$ cat src/rtl/alu_mul_seq_pkg.sv
// Shared constants for the shift-add multiply sequencer and the ALU16 it drives.
package alu_mul_seq_pkg;

  localparam int WIDTH = 16;

  // Op[3] negates B, Op[2:0] selects the function
  localparam logic [3:0] OP_AND = 4'b0000;
  localparam logic [3:0] OP_OR  = 4'b0001;
  localparam logic [3:0] OP_ADD = 4'b0100;
  localparam logic [3:0] OP_SUB = 4'b1100;

  typedef enum logic [1:0] {
    IDLE = 2'd0,
    RUN  = 2'd1,
    DONE = 2'd2
  } state_t;

endpackage

$ cat src/rtl/alu_mul_seq_shift_reg.sv
// 33-bit {carry, Hi, Lo} accumulator: loads the multiplier into Lo and shifts one partial-sum step per cycle.
module alu_mul_seq_shift_reg
  import alu_mul_seq_pkg::*;
#(
  parameter int WIDTH = alu_mul_seq_pkg::WIDTH
) (
  input  logic             Clock,
  input  logic             Reset,
  input  logic             load,
  input  logic [WIDTH-1:0] load_lo,
  input  logic             shift,
  input  logic [WIDTH-1:0] sum,
  input  logic             carry,
  output logic [WIDTH-1:0] hi,
  output logic [WIDTH-1:0] lo
);

  logic             c_sel;
  logic [WIDTH-1:0] s_sel;

  // Lo[0] decides whether this step adds the multiplicand or just shifts
  assign c_sel = lo[0] ? carry : 1'b0;
  assign s_sel = lo[0] ? sum : hi;

  always_ff @(posedge Clock) begin
    if (Reset) begin
      hi <= '0;
      lo <= '0;
    end else if (load) begin
      hi <= '0;
      lo <= load_lo;
    end else if (shift) begin
      hi <= {c_sel, s_sel[WIDTH-1:1]};
      lo <= {s_sel[0], lo[WIDTH-1:1]};
    end
  end

endmodule

$ cat src/rtl/alu_mul_seq.sv
// Unsigned WIDTH x WIDTH multiply by iterating ADDs on the shared ALU16, with valid/ready on both sides.
//   state | meaning
//   IDLE  | waiting for a request, InReady high
//   RUN   | one shift-add step per cycle through the ALU
//   DONE  | product held on Product until OutReady
module alu_mul_seq
  import alu_mul_seq_pkg::*;
#(
  parameter int WIDTH = alu_mul_seq_pkg::WIDTH
) (
  input  logic               Clock,
  input  logic               Reset,
  input  logic               InValid,
  output logic               InReady,
  input  logic [WIDTH-1:0]   MulA,
  input  logic [WIDTH-1:0]   MulB,
  output logic               OutValid,
  input  logic               OutReady,
  output logic [2*WIDTH-1:0] Product,
  output logic               HiNonZero,
  output logic [WIDTH-1:0]   AluA,
  output logic [WIDTH-1:0]   AluB,
  output logic               AluAInvert,
  output logic [3:0]         AluOp,
  input  logic [WIDTH-1:0]   AluResult,
  input  logic               AluCarryOut
);

  localparam int CW = $clog2(WIDTH);
  localparam logic [CW-1:0] CNT_LAST = CW'(WIDTH - 1);

  state_t           state;
  state_t           state_nx;
  logic [WIDTH-1:0] m;
  logic [CW-1:0]    cnt;
  logic [WIDTH-1:0] hi;
  logic [WIDTH-1:0] lo;
  logic             accept;
  logic             run;

  assign accept = (state == IDLE) && InValid;
  assign run    = (state == RUN);

  always_ff @(posedge Clock) begin
    if (Reset) begin
      state <= IDLE;
      m     <= '0;
      cnt   <= '0;
    end else begin
      state <= state_nx;
      if (accept) begin
        m   <= MulA;
        cnt <= '0;
      end else if (run) begin
        cnt <= cnt + 1'b1;
      end
    end
  end

  always_comb begin
    state_nx = state;
    InReady  = 1'b0;
    OutValid = 1'b0;
    AluA     = '0;
    AluB     = '0;
    AluOp    = OP_AND;
    case (state)
      IDLE: begin
        InReady = !Reset;
        if (InValid) state_nx = RUN;
      end
      RUN: begin
        AluA  = hi;
        AluB  = m;
        AluOp = OP_ADD;
        if (cnt == CNT_LAST) state_nx = DONE;
      end
      DONE: begin
        OutValid = 1'b1;
        if (OutReady) state_nx = IDLE;
      end
      default: state_nx = IDLE;
    endcase
  end

  assign AluAInvert = 1'b0;
  assign Product    = OutValid ? {hi, lo} : '0;
  assign HiNonZero  = OutValid && (|hi);

  alu_mul_seq_shift_reg #(.WIDTH(WIDTH)) u_shift (
    .Clock   (Clock),
    .Reset   (Reset),
    .load    (accept),
    .load_lo (MulB),
    .shift   (run),
    .sum     (AluResult),
    .carry   (AluCarryOut),
    .hi      (hi),
    .lo      (lo)
  );

endmodule

$ cat config.mk
export PLATFORM = sky130hd
export DESIGN_NAME = alu_mul_seq
export DESIGN_NICKNAME = d
export VERILOG_FILES = /design/src/rtl/alu_mul_seq_pkg.sv /design/src/rtl/alu_mul_seq_shift_reg.sv /design/src/rtl/alu_mul_seq.sv
export SDC_FILE = /design/constraint.sdc
export NUM_CORES = 1
export LEC_CHECK = 0
export CELL_PAD_IN_SITES_DETAIL_PLACEMENT = 1
export CELL_PAD_IN_SITES_GLOBAL_PLACEMENT = 1
export CORE_MARGIN = 1
export CORE_UTILIZATION = 34
export CTS_BUF_LIST = sky130_fd_sc_hd__clkbuf_8
export CTS_CLUSTER_SIZE = 20
export DETAILED_ROUTE_END_ITERATION = 10
export PLACE_DENSITY_LB_ADDON = 0.1
export SLEW_MARGIN = 15
export SYNTH_ARGS = -nofsm -noshare
export SYNTH_HDL_FRONTEND = slang
export SYNTH_HIERARCHICAL = 1
export SYNTH_SLANG_ARGS = --single-unit
$ cat constraint.sdc
create_clock -name Clock -period 5.8 [get_ports Clock]
set_clock_uncertainty 0.2 [all_clocks]
set_input_delay 0.87 -clock Clock [delete_from_list [all_inputs] [get_ports Clock]]
set_output_delay 0.87 -clock Clock [all_outputs]
set_load 0.01 [all_outputs]
==> impl_metrics.csv, run 1 <==
group,metric,value,unit
route,drtAntennaViolNets,0,
logic_synthesis,synth_top_area_cell,"dfxtp_1",
worst_setup_path,cp_top_family,"buffers and inverters",
power,switching_share,0.279,
power,p_clk_frac,0.313,
worst_setup_path,cp.depth,4,
power,p_comb_frac,0.191,
layout,layout_common_cells,"120 x clkdlybuf4s50_1, 64 x and2_1, 54 x dfxtp_1",
timing,whs,0.261,ns
clock_tree,root_buffer,"clkbuf_8",
clock_tree,ctsResizeCount,0,
grt,grt_max_degree,67,
clock_tree,cts_tree,"built",
route,drtIter0Drc,73,
grt,grt_pass1_vias,2625,
timing,rsz0062_at_grt,"false",
place,io_buffer_count,120,
logic_synthesis,synth_area_leaders,"dfxtp_1 37%, and2_1 14%, mux2i_1 11%, a211oi_1 5.5%, nand2_1 4.4%",
clock_tree,htreeDepth,2,
die,core_area,8220,um^2
layout,final_common_cell,"clkdlybuf4s50_1",
clock_tree,clock_latency,0.32,ns
route,routed_wl,8030,um
timing,setup_viol,0,
clock_tree,numCtsBuffers,5,
logic_synthesis,ys_types,35,
worst_setup_path,worstPathRequired,4.73,ns
logic_synthesis,ys.flop_type,"dfxtp_1",
layout,fillCellCount,968,
timing,hold_viol_final,0,
worst_setup_path,path_class,"reg -> out",
timing,fin_setup_tns,0,ns
layout,nets,484,
timing,worst_pin_slew,1.11,ns
logic_synthesis,async_flop_share,0,
die,std_cell_rows,33,
layout,stdcell_count,536,
clock_tree,clock_path_buffers,2,
logic_synthesis,synth-seq-cells,54,
logic_synthesis,ys_seq_area_frac,0.374,
die,initial_core_util,0.352,
layout,multi_input_area,1600,um^2
power,p_sw,0.237,mW
route,wire_per_inst,15.0,um
worst_setup_path,path_cells,"nand2b_1, inv_2, and2_1, clkdlybuf4s50_1",
place,place_congestion,0.725,
worst_setup_path,worstPathArrival,2.51,ns
layout,area_growth,44.2,%
clock_tree,clock-sinks,54,
logic_synthesis,syn_avg_cell_area,8.82,um^2
route,drt-vias-per-instance,4.78,
hold_path,whs_path_depth,2,
hold_path,holdCritPathClass,"reg -> reg",
die,io-pin-count,125,
grt,grt_pass1_wl,12800,um
die,die_h,94.2,um
power,p_seq_frac,0.496,
timing,post-route-min-period,3.58,ns
timing,slew_viol_final,0,
timing,finalCritPeriodShare,0.617,
clock_tree,hold_buffers,0,
power,peakVddDrop,0.000103,V
timing,fmax,279,MHz
worst_setup_path,cp-end-kind,"output port",
layout,num_antenna_cells,0,
power,powerDensity,204,nW/um^2
worst_setup_path,cp_slowest_stage_delay,0.79,ns
die,die-area,8880,um^2
worst_setup_path,crit_buf_inv,2,
place,place_hpwl,5700,um
logic_synthesis,synth_top_area_share,0.374,
logic_synthesis,syn_inst,328,
grt,track_usage,0.183,
die,die_x,94.2,um
worst_setup_path,critPathSlowestCell,"inv_2",
worst_setup_path,rr_worst_depth,5,
worst_setup_path,crit_fanout,66,
clock_tree,cts_setup_buffers,0,
clock_tree,path_clk_slew,0.11,ns
logic_synthesis,syn_area,2890,um^2
logic_synthesis,synth_edf_count,0,
layout,drive_above_1_share,0.0673,
power,leakagePower,1.47,nW
place,dp.cells,528,
status,outcome,"finished, final reports clean",
timing,relSlewSlack,0.259,
layout,regArea,1080,um^2
route,drt_drc_violations_left,0,
flow_run,drv_cap,0,
power,p_int,0.613,mW
grt,grt-ovfl-total,0,
worst_setup_path,cp-start-kind,"flip-flop",
route,dr.pass1.iters,4,
route,vias,2564,
grt,antenna_found_initial,0,
logic_synthesis,ys_warn_count,6,
[path summary, 6_finish.rpt]
check                              start              to  slack, ns
worst min register to register     m[12]           m[12]       0.26
worst max register to register  state[1]  u_shift/lo[15]       3.11
worst max-delay path            state[1]         AluA[4]       2.22
worst min-delay path               m[12]           m[12]       0.26
[kinds of logic after synthesis]
family	Yosys count	share of synthesized area
fa+ha+maj	1	0.00433
compound gates	54	0.149
mux	31	0.107
xor+xnor	2	0.00606
flops	54	0.374
buf+inv	34	0.0753
simple gates	151	0.283
other cells	1	0.00130
[state kept, by name (all words and copies together), names as in the netlist]
register,count
cnt,4
m,16
state,2
u_shift/hi,16
u_shift/lo,16
[cell type report]
class,count,share of cell area
sequential,54,0.259
clock inverter,3,0.0117
inverter,4,0.00480
timing repair buffer,122,0.292
clock buffer,5,0.0165
tap,105,0.0315
multi-input combinational,243,0.385
[synth_stat cells (all sizes together), types with 4 or more instances]
| library cell | number |
|---|---|
| a211oi | 30 |
| a21oi | 20 |
| and2 | 64 |
| buf | 22 |
| clkbuf | 8 |
| dfxtp | 54 |
| inv | 4 |
| mux2i | 31 |
| nand2 | 34 |
| nand2b | 4 |
| nor2 | 19 |
| nor2b | 15 |
| nor4 | 4 |
[worst reg2reg max path: stages (launching register included)]
cell and delay (ns):
dfxtp_1 0.36, nand2b_1 0.24, inv_2 0.79, buf_4 0.47
or3b_1 0.38, o211ai_1 0.18
[metal layers]
metal | wire [um] | GRT usage
met1 | 3730 | 0.235
met2 | 3920 | 0.315
met3 | 308 | 0.0299
met4 | 74 | 0.0462
met5 | 0 | 0
[per-stage QoR]
stage	setup WS [ns]	area [um^2]	util	power, mW
final	2.22	4170	0.508	0.850
after global routing	2.05	4170	0.508	0.892
after CTS	2.19	4170	0.508	0.860
after detailed placement	2.33	4050	0.493	0.594
after global placement	2.37	4050	0.493	0.589
after floorplan	3.36	2900	-	0.530
[power by group through the flow]
stage,logic (mW),registers [mW],clock network [mW]
6_report,0.162,0.421,0.266
5_1_grt,0.179,0.426,0.288
4_1_cts,0.164,0.422,0.274
3_5_place_dp,0.163,0.430,0
3_3_place_gp,0.159,0.429,0
2_1_floorplan,0.113,0.417,0
(Power assumes the default switching activity.)
==> run 2: changes to the inputs <==
Settings changed: CORE_UTILIZATION 34 to 31.
Clock period 5.8 ns to 3.7 ns, I/O delays scaled along.
==> run 2 against run 1 <==
Against the previous run:
- count of clock-buffer cells in the layout rose by 1
- wire length rose by 0.57%
- global-route usage fell by 1.6 points
- first-iteration DRC count rose by 5.5%
- sequential share of layout area fell by 0.070 points
- design area rose by 0.27%
- core utilization fell by 3.7 points
- hold slack got worse by 0.0063 ns
- sequential power rose by 55%
- non-clock buffer count rose by 4
- via count rose by 1.0%
- cell count rose by 1.3%
- critical endpoint is now AluB[15]
- largest cell class unchanged
==> impl_metrics.csv, run 2 (same netlist as run 1, synthesis figures left out) <==
group,metric,value,unit
worst_setup_path,worstPathRequired,2.94,ns
clock_tree,numCtsBuffers,5,
place,place_hpwl,5720,um
grt,grt_pass1_wl,13100,um
timing,post-route-min-period,3.05,ns
grt,track_usage,0.167,
power,peakVddDrop,0.000172,V
clock_tree,root_buffer,"clkbuf_8",
route,wire_per_inst,14.9,um
worst_setup_path,crit_fanout,55,
grt,grt_max_degree,56,
layout,final_cell_area,4180,um^2
timing,slew_viol_final,0,
die,std_cell_rows,34,
clock_tree,path_clk_slew,0.10,ns
clock_tree,cts_setup_buffers,0,
timing,whs,0.255,ns
die,die-area,9720,um^2
layout,layout_common_cells,"120 x clkdlybuf4s50_1, 64 x and2_1, 54 x dfxtp_1",
timing,hold_viol_final,0,
layout,area_growth,44.6,%
worst_setup_path,cp-end-kind,"output port",
route,dr.pass1.iters,4,
status,outcome,"finished, final reports clean",
route,vias,2590,
timing,fmax,328,MHz
die,io-pin-count,125,
grt,grt_pass1_vias,2634,
timing,setup_viol,0,
clock_tree,hold_buffers,0,
worst_setup_path,worstPathArrival,2.29,ns
clock_tree,clock_latency,0.31,ns
place,io_buffer_count,120,
layout,top_regs,"m: 16 flops, u_shift/hi: 16 flops, u_shift/lo: 16 flops",
worst_setup_path,cp_slowest_stage_delay,0.62,ns
clock_tree,cts_tree,"built",
clock_tree,ctsResizeCount,0,
flow_run,drv_cap,0,
die,die_x,98.6,um
worst_setup_path,path_cells,"nand2b_1, inv_2, and2_1, clkdlybuf4s50_1",
power,powerDensity,301,nW/um^2
timing,relSlewSlack,0.463,
worst_setup_path,critPathSlowestCell,"inv_2",
clock_tree,htreeDepth,2,
layout,nets,488,
layout,num_antenna_cells,0,
grt,grt-ovfl-total,0,
die,core_area,8890,um^2
worst_setup_path,cp-start-kind,"flip-flop",
die,initial_core_util,0.325,
layout,fillCellCount,1044,
route,drt-vias-per-instance,4.77,
layout,drive_above_1_share,0.0759,
timing,worst_pin_slew,0.805,ns
layout,final_common_cell,"clkdlybuf4s50_1",
die,die_h,98.6,um
route,drtAntennaViolNets,0,
grt,antenna_found_initial,0,
timing,rsz0062_at_grt,"false",
clock_tree,clock-sinks,54,
route,drt_drc_violations_left,0,
timing,fin_setup_tns,0,ns
route,drtIter0Drc,77,
worst_setup_path,crit_buf_inv,2,
place,place_area,4090,um^2
route,routed_wl,8080,um
clock_tree,clock_path_buffers,2,
place,place_congestion,0.690,
timing,finalCritPeriodShare,0.824,
power,leakagePower,1.49,nW
hold_path,holdCritPathClass,"reg -> reg",
worst_setup_path,path_class,"reg -> out",
worst_setup_path,cp_top_family,"buffers and inverters",
-- run 2: cell types whose count changed in the layout (fill, tap and decap cells not counted), sizes merged --
cell / change
buf: +4
bufinv: -1
clkbuf: +1
clkinv: +1
inv: -1
-- run 2: final timing paths --
path              startpoint              to  slack, ns  cells past startpoint
hold reg to reg        m[12]           m[12]       0.26                      2
hold / removal         m[12]           m[12]       0.26                      2
setup reg to reg    state[1]  u_shift/lo[15]       1.25                      5
setup / recovery    state[1]        AluB[15]       0.65                      4
-- run 2: per-stage QoR --
step	util	worst slack (ns)	instances	total power, mW
after floorplan	-	1.58	331	0.830
after global placement	0.460	0.809	535	0.925
after detailed placement	0.460	0.707	535	0.931
after CTS	0.470	0.591	543	1.29
after global routing	0.470	0.450	543	1.33
final	0.470	0.652	543	1.26
-- run 2: layout make-up --
class	count	area (um^2)	share of cell area
Clock inverter	2	12.5	0.00299
Inverter	4	20.0	0.00479
Multi-Input combinational cell	243	1600	0.384
Timing Repair Buffer	126	1250	0.298
Clock buffer	6	82.6	0.0197
Tap cell	108	135	0.0323
Sequential cell	54	1080	0.259
-- run 2: report_power, final --
| group | switching [mW] | internal, mW | total [mW] |
|---|---|---|---|
| combinational | 0.127 | 0.136 | 0.263 |
| clock | 0.195 | 0.151 | 0.346 |
| sequential | 0.0308 | 0.620 | 0.651 |
| total | 0.352 | 0.907 | 1.26 |
-- run 2: worst register-to-register path, delay by kind of cell, from the launching register on --
family,cells,cell delay (ns)
buffers and inverters,2,1.06
flip-flops,1,0.36
AND/OR/NAND/NOR,2,0.61
AO/OA/AOI/OAI,1,0.16
-- run 2: metal layers --
layer,part of all wire,track usage,vias to the layer above
met5,0,0,-
met4,0.0099,0.0482,0
met3,0.048,0.0369,4
met2,0.48,0.281,67
met1,0.46,0.215,1214
li1,-,-,1305
==> run 3: changes to the inputs <==
Clock period 3.7 ns to 3 ns, I/O delays scaled along.
==> run 3 against run 2 <==
Against the previous run:
- first-iteration DRC count down 14%
- clock power up 42%
- sequential cell count did not move
- die area unchanged
- worst setup slack got worse by 0.34 ns
- sequential share of layout area decreased by 0.19 points
- non-clock buffer count rose by 2
- sequential power grew 23%
- count of clock-buffer cells in the layout decreased by 1
- largest cell class unchanged
- largest power group unchanged
==> impl_metrics.csv, run 3 (same netlist as run 1, synthesis figures left out) <==
group,metric,value,unit
status,outcome,"finished, final reports clean",
grt,track_usage,0.177,
timing,fmax,371,MHz
layout,layout_common_cells,"120 x clkdlybuf4s50_1, 64 x and2_1, 54 x dfxtp_1",
die,core_area,8890,um^2
worst_setup_path,r2r_start,"state[1]",
worst_setup_path,r2r_end,"u_shift/lo[15]",
timing,slew_viol_final,0,
worst_setup_path,path_cells,"nand2b_1, inv_4, and2_1, clkdlybuf4s50_1",
worst_setup_path,path_class,"reg -> out",
grt,grt_pass1_vias,2705,
route,drt-vias-per-instance,4.74,
timing,finalCritPeriodShare,0.897,
worst_setup_path,cp-start-kind,"flip-flop",
timing,relSlewSlack,0.665,
layout,final_common_cell,"clkdlybuf4s50_1",
timing,setup_viol,0,
clock_tree,clock_latency,0.31,ns
die,die-area,9720,um^2
layout,num_antenna_cells,0,
clock_tree,root_buffer,"clkbuf_8",
power,peakVddDrop,0.000191,V
flow_run,drv_cap,0,
worst_setup_path,worstPathRequired,2.35,ns
worst_setup_path,cp-end-kind,"output port",
clock_tree,cts_tree,"built",
layout,fillCellCount,1048,
hold_path,holdCritPathClass,"reg -> reg",
timing,post-route-min-period,2.69,ns
worst_setup_path,reg2reg_slack,0.85,ns
timing,worst_pin_slew,0.502,ns
power,powerDensity,386,nW/um^2
worst_setup_path,cp_slowest_stage_delay,0.55,ns
worst_setup_path,critPathSlowestCell,"clkdlybuf4s50_1",
layout,area_growth,45.7,%
die,io-pin-count,125,
place,io_buffer_count,120,
grt,grt-ovfl-total,0,
hold_path,worstHoldStart,"m[2]",
worst_setup_path,rr_worst_depth,5,
hold_path,hold_end,"m[2]",
die,die_h,98.6,um
die,die_x,98.6,um
route,drtIter0Drc,66,
route,dr.pass1.iters,4,
clock_tree,hold_buffers,0,
layout,top_regs,"m: 16 flops, u_shift/hi: 16 flops, u_shift/lo: 16 flops",
place,place_congestion,0.726,
grt,grt_pass1_wl,13600,um
route,drtAntennaViolNets,0,
layout,nets,490,
grt,antenna_found_initial,0,
route,vias,2586,
route,wire_per_inst,15.3,um
clock_tree,path_clk_slew,0.10,ns
die,std_cell_rows,34,
hold_path,whs_path_depth,2,
power,power,1.63,mW
clock_tree,clock_path_buffers,2,
power,leakagePower,1.51,nW
clock_tree,clock-sinks,54,
worst_setup_path,worstPathArrival,2.04,ns
place,place_hpwl,5870,um
clock_tree,numCtsBuffers,5,
timing,rsz0062_at_grt,"false",
clock_tree,htreeDepth,2,
worst_setup_path,crit_fanout,48,
route,drt_drc_violations_left,0,
timing,fin_setup_tns,0,ns
layout,drive_above_1_share,0.0801,
grt,grt_max_degree,49,
route,routed_wl,8330,um
die,initial_core_util,0.325,
timing,hold_viol_final,0,
run 3: cell count changes in the layout (fill, tap and decap cells not counted), sizes merged:
cell,before,now
clkbuf,6,5
bufinv,0,1
clkinvlp,1,0
buf,6,8
clkinv,1,2
run 3: worst max-delay path by stage:
stage	start	to	slack, ns	cells after the start
after global routing	state[1]	AluA[12]	0.17	4
after detailed placement	state[1]	AluA[0]	0.45	4
after floorplan	InValid	u_shift/lo[10]	0.98	8
after CTS	state[1]	AluA[0]	0.08	4
final	state[1]	AluA[0]	0.31	4
after global placement	InValid	u_shift/lo[10]	0.53	5
run 3: routing by layer:
metal	wire length, um	share of wire	track usage
met3	305	0.037	0.0284
met5	0	0	0
met2	4090	0.49	0.309
met1	3850	0.46	0.225
met4	84	0.010	0.0482
run 3: worst max-delay path: cells and delay by family, from the launching register on:
family        cells  cell delay (ns)
simple gates      2             0.45
flops             1             0.35
buf+inv           2             0.92
run 3: what timing repair did:
| item | in CTS | in global routing |
|---|---|---|
| gates resized for setup | 0 | 2 |
| setup endpoints to repair | 0 | 32 |
| setup buffers | 0 | 0 |
run 3: power by group:
group / switching [mW] / internal (mW)
combinational: 0.160 / 0.171
clock: 0.246 / 0.246
sequential: 0.0385 / 0.765
total: 0.445 / 1.18
run 3: cell type report:
class	instances	area, um^2	share of cell area
inverters	4	22.5	0.00535
clock buffers	5	68.8	0.0163
flip-flops and latches	54	1080	0.257
multi-input cells	243	1600	0.381
repair buffers	128	1260	0.299
well taps	108	135	0.0321
clock inverters	3	40.0	0.00950
run 3: through the flow:
stage / cells / hold slack [ns] / setup WS, ns / util / area (um^2)
after floorplan: 331 / 0.232 / 0.984 / - / 2900
after global placement: 537 / 0.240 / 0.533 / 0.461 / 4100
after CTS: 545 / 0.264 / 0.0767 / 0.474 / 4210
after detailed placement: 537 / 0.248 / 0.449 / 0.461 / 4100
final: 545 / 0.261 / 0.308 / 0.474 / 4210
after global routing: 545 / 0.292 / 0.167 / 0.474 / 4210
